<file path="src/rtl/branch_predictor.sv">
// Direct-mapped branch target buffer with 2-bit saturating counters.
// Detects mispredicts at the ALU stage and issues a registered one-cycle redirect.
module branch_predictor #(
    parameter int unsigned ENTRIES = 16
) (
    input  logic        clk,
    input  logic        rst,
    input  logic [31:0] fetch_pc,
    output logic        pred_taken,
    output logic [31:0] pred_target,
    input  logic        upd_valid,
    input  logic [31:0] upd_pc,
    input  logic        upd_taken,
    input  logic [31:0] upd_target,
    input  logic        upd_pred_taken,
    input  logic [31:0] upd_pred_target,
    output logic        redirect_valid,
    output logic [31:0] redirect_pc,
    output logic [15:0] branch_count,
    output logic [15:0] mispredict_count
);

    localparam int unsigned IDX  = $clog2(ENTRIES);
    localparam int unsigned TAGW = 32 - IDX - 2;

    logic            validQ  [ENTRIES];
    logic [TAGW-1:0] tagQ    [ENTRIES];
    logic [31:0]     targetQ [ENTRIES];
    logic [1:0]      ctrQ    [ENTRIES];

    logic [IDX-1:0]  fetchIdx;
    logic [TAGW-1:0] fetchTag;
    logic [IDX-1:0]  updIdx;
    logic [TAGW-1:0] updTag;
    logic            fetchHit;
    logic            updHit;
    logic [1:0]      ctrNext;
    logic            mispredict;
    logic [31:0]     correctPc;

    assign fetchIdx = fetch_pc[IDX+1:2];
    assign fetchTag = fetch_pc[31:IDX+2];
    assign updIdx   = upd_pc[IDX+1:2];
    assign updTag   = upd_pc[31:IDX+2];

    // Fetch-side lookup reads the registered table, so same-cycle updates are not visible yet
    always_comb begin
        fetchHit    = validQ[fetchIdx] && (tagQ[fetchIdx] == fetchTag);
        pred_taken  = fetchHit && ctrQ[fetchIdx][1];
        pred_target = fetch_pc + 32'd4;
        if (pred_taken) begin
            pred_target = targetQ[fetchIdx];
        end
    end

    // Update-side hit detection, saturating counter step and mispredict check
    always_comb begin
        updHit  = validQ[updIdx] && (tagQ[updIdx] == updTag);
        ctrNext = ctrQ[updIdx];
        if (upd_taken) begin
            if (ctrQ[updIdx] != 2'b11) begin
                ctrNext = ctrQ[updIdx] + 2'd1;
            end
        end else begin
            if (ctrQ[updIdx] != 2'b00) begin
                ctrNext = ctrQ[updIdx] - 2'd1;
            end
        end
        mispredict = upd_valid &&
                     ((upd_taken != upd_pred_taken) ||
                      (upd_taken && (upd_target != upd_pred_target)));
        correctPc  = upd_taken ? upd_target : (upd_pc + 32'd4);
    end

    // Table state: train on hits, allocate only on taken misses
    always_ff @(posedge clk or posedge rst) begin
        if (rst) begin
            for (int i = 0; i < int'(ENTRIES); i++) begin
                validQ[i]  <= 1'b0;
                tagQ[i]    <= '0;
                targetQ[i] <= '0;
                ctrQ[i]    <= 2'b01;
            end
        end else if (upd_valid) begin
            if (updHit) begin
                ctrQ[updIdx] <= ctrNext;
                if (upd_taken) begin
                    targetQ[updIdx] <= upd_target;
                end
            end else if (upd_taken) begin
                validQ[updIdx]  <= 1'b1;
                tagQ[updIdx]    <= updTag;
                targetQ[updIdx] <= upd_target;
                ctrQ[updIdx]    <= 2'b10;
            end
        end
    end

    // Redirect pulse and statistics
    always_ff @(posedge clk or posedge rst) begin
        if (rst) begin
            redirect_valid   <= 1'b0;
            redirect_pc      <= '0;
            branch_count     <= '0;
            mispredict_count <= '0;
        end else begin
            redirect_valid <= mispredict;
            if (mispredict) begin
                redirect_pc      <= correctPc;
                mispredict_count <= mispredict_count + 16'd1;
            end
            if (upd_valid) begin
                branch_count <= branch_count + 16'd1;
            end
        end
    end

endmodule

</file>
<file path="config.mk">
export PLATFORM = sky130hd
export DESIGN_NAME = branch_predictor
export DESIGN_NICKNAME = d
export VERILOG_FILES = /design/src/rtl/branch_predictor.sv
export SDC_FILE = /design/constraint.sdc
export NUM_CORES = 2
export LEC_CHECK = 0
export ABC_AREA = 1
export BUFFER_PORTS_ARGS = -buffer_cell sky130_fd_sc_hd__buf_2
export CORE_ASPECT_RATIO = 2
export CORE_MARGIN = 2
export CORE_UTILIZATION = 63
export DETAILED_ROUTE_END_ITERATION = 8
export PLACE_DENSITY_LB_ADDON = 0.2
export SYNTH_ARGS = -nofsm -noshare
export SYNTH_HDL_FRONTEND = slang
export SYNTH_SLANG_ARGS = --single-unit
export TNS_END_PERCENT = 50
</file>
<file path="constraint.sdc">
create_clock -name clk -period 46.3 [get_ports clk]
set_input_delay 9.26 -clock clk [delete_from_list [all_inputs] [get_ports clk]]
set_output_delay 9.26 -clock clk [all_outputs]
set_load 0.1 [all_outputs]
</file>
==> impl_metrics.toml <==
[outcome]
outcome = "finished clean"

[critical_path]
rrSetupSlack_ps = 42070
start_kind = "input pin"
crit_required_ps = 37040
critPathArrivalTime_ps = 14420
timing.rr.start = "tagQ[19]"
cpMostUsedCell = "nor2_1"
rr_worst_depth = 15
critPathTopFamily = "buffers and inverters"
slowest_delay_ps = 750
endpoint_kind = "primary output"
cp_cell_sequence = "buf_8, inv_8, buf_4, buf_4, nor2_1, o21ai_0, nand2_1, nand4_1, and2_1, nand2_1, nor2_1, nand3_1, nor2_4, buf_4, nor2_1, nor2_1, buf_2"
worst_path_max_delay_cell = "buf_4"
path_class = "in -> out"
worstReg2RegEnd = "tagQ[85]"
crit_fanout = 120
cp.buffers_inverters = 6

[worst_hold_path]
hp-start = "ctrQ[26]"
hold_class = "reg -> reg"
min_to = "ctrQ[26]"
min_path_cells = 2

[global_routing]
antenna_found_initial = 27
gr-total-overflow = 0
grt_usage = 0.450
grt_max_degree = 179
grt_pass1_vias = 52089
grt_pass1_wl_microns = 309000

[pwr]
powerDensity_mw_per_mm2 = 44.4
p_sw_mw = 0.919
p_int_mw = 1.73
ir_drop_mv = 0.0402
combinationalPowerShare = 0.235
fin_total_pwr_mw = 2.65
p_clk_frac = 0.312
leakage_nw = 28.5
seq_power_share = 0.453
switching_share = 0.346

[layout]
regArea_sq_mm = 0.0261
drive_above_1_share = 0.0708
fillers = 7718
fin_nets = 7598
final_core_util = 0.679
area_delta_synth_final_pct = 7.00
multiInputGateArea_sq_mm = 0.0248

[timing]
tns_ps = 0
hold_violations = 0
fin_crit_ps = 23680
setup_viol = 0
worstMarginPinSlew_ps = 1190
period_share = 0.511
final.setup_skew_ps = 22.2
slew_viol_final = 0
rsz0062_at_grt = "false"
setup_slack_ps = 22620
slew_headroom = 0.207
fmax_ghz = 0.0422

[floorplanning]
io_pins = 231
initial_core_util = 0.635
die_w_microns = 214
die_h_microns = 425
fp.coreArea_sq_mm = 0.0879
die_area_sq_mm = 0.0911
rows = 154

[route]
drtAntennaViolNets = 0
routedWlPerCell_microns = 23.5
drtIter0Drc = 6736
drt_first_pass_iters = 9
via_per_inst = 6.24
via_count = 54365
drc_errors = 0
wl_microns = 205000

[clocking]
cts_buffers = 93
clkTransAtPathRegs_ps = 60
cts_buffer_depth = 3
cts_sinks = 1041
clk_latency_ps = 740
cts_resized = 0
cts_tree = "built"
cts_setup_buffers = 0
cts.htree.levels = 3
cts_root_buf = "clkbuf_16"
hold_buffers = 0

[place]
gp_congestion = 1.07
place_worst_setup_slack_ps = 22890
io_buffer_count = 230
dpl.hpwl_microns = 127000

[synthesis]
synth-seq-cells = 1041
synth_area_sq_mm = 0.0558
synth-main-ff-cell = "dfrtp_1"
yosysTopAreaCell = "dfrtp_1"
synth_top_area_share = 0.460
syn-mean-instance-area_sq_um = 7.30
syn-instance-count = 7645
yosys-top-cells-area = "dfrtp_1, nand2_1, o21ai_0"
synth_warnings = 0
synth_cell_types = 45
yosys-top-cells-count = "nand2_1, o21ai_0, dfrtp_1"
syn_nets = 7785
synthArstFlopShare = 1.00
yosysSeqAreaShare = 0.467
synth_edf_count = 0
post-synth-top-count-cell = "nand2_1"

[job]
cap_violations = 0
-- power groups by stage --
| stage | Combinational, mW | Clock (mW) | Sequential (mW) |
|---|---|---|---|
| 6_report | 0.623 | 0.827 | 1.20 |
| 5_1_grt | 0.689 | 0.864 | 1.22 |
| 4_1_cts | 0.612 | 0.828 | 1.20 |
| 3_5_place_dp | 0.607 | 0 | 1.21 |
| 3_3_place_gp | 0.589 | 0 | 1.21 |
| 2_1_floorplan | 0.374 | 0 | 1.28 |
-- layout make-up --
class,count,area share
Antenna cell,19,0.000796
Clock buffer,134,0.0460
Clock inverter,33,0.00727
Inverter,614,0.0390
Multi-Input combinational cell,5398,0.415
Sequential cell,1041,0.437
Tap cell,1170,0.0245
Timing Repair Buffer,310,0.0303
-- state kept, by name (all words and copies together), names as in the netlist --
signal	cells
redirect_valid	1
mispredict_count	16
validQ	16
tagQ	416
redirect_pc	32
ctrQ	32
branch_count	16
targetQ	512
-- cell usage in the layout, fill, tap and decap left out, types with 70 or more instances in the layout --
| cell | n |
|---|---|
| nand2_1 | 1979 |
| o21ai_0 | 1054 |
| dfrtp_1 | 1025 |
| nor2_1 | 721 |
| inv_1 | 602 |
| a21oi_1 | 582 |
| nand3_1 | 331 |
| o21ai_1 | 292 |
| buf_2 | 225 |
| o211ai_1 | 142 |
| clkbuf_16 | 95 |
| buf_4 | 80 |
| xor2_1 | 70 |
-- logic make-up (layout without fill, tap and decap cells) --
| family | Yosys count | after routing | share of synthesized area |
|---|---|---|---|
| XOR/XNOR | 86 | 86 | 0.0135 |
| AO/OA/AOI/OAI | 2130 | 2130 | 0.200 |
| adder cells (fa/ha/maj) | 7 | 7 | 0.00157 |
| other | 0 | 19 | 0 |
| AND/OR/NAND/NOR | 3175 | 3175 | 0.227 |
| flip-flops | 1041 | 1041 | 0.467 |
| buffers and inverters | 1206 | 1091 | 0.0904 |
-- metrics by stage --
step / cell area (sq um) / hold slack (ps) / std cells
after floorplan: 55800 / 427 / 7645
after global placement: 56500 / 443 / 8533
after detailed placement: 56500 / 452 / 8533
after CTS: 59600 / 462 / 8700
after global routing: 59700 / 480 / 8708
final: 59700 / 462 / 8719
-- worst min-delay path, stage by stage, from the launching register on --
cell	delay, ps
dfstp_2	370
nand2_1	50
nand2_1	40
-- worst max path at each step --
stage,from,end,slack (ps),cells after the start
after detailed placement,fetch_pc[2],pred_target[12],22890,17
final,fetch_pc[2],pred_target[12],22620,17
after global placement,fetch_pc[2],pred_target[12],22960,17
after CTS,fetch_pc[2],pred_target[12],22890,17
after floorplan,rst,branch_count[0],7770,1
after global routing,fetch_pc[2],pred_target[31],22420,17
-- per-layer routing --
| layer | up-vias | wire [microns] | GRT usage |
|---|---|---|---|
| met1 | 25444 | 68600 | 0.513 |
| met5 | - | 74 | 0 |
| met2 | 3418 | 92600 | 0.703 |
| met4 | 12 | 19900 | 0.377 |
| met3 | 1041 | 23900 | 0.126 |
| li1 | 24450 | - | - |
Power figures use the tool's default switching activity.
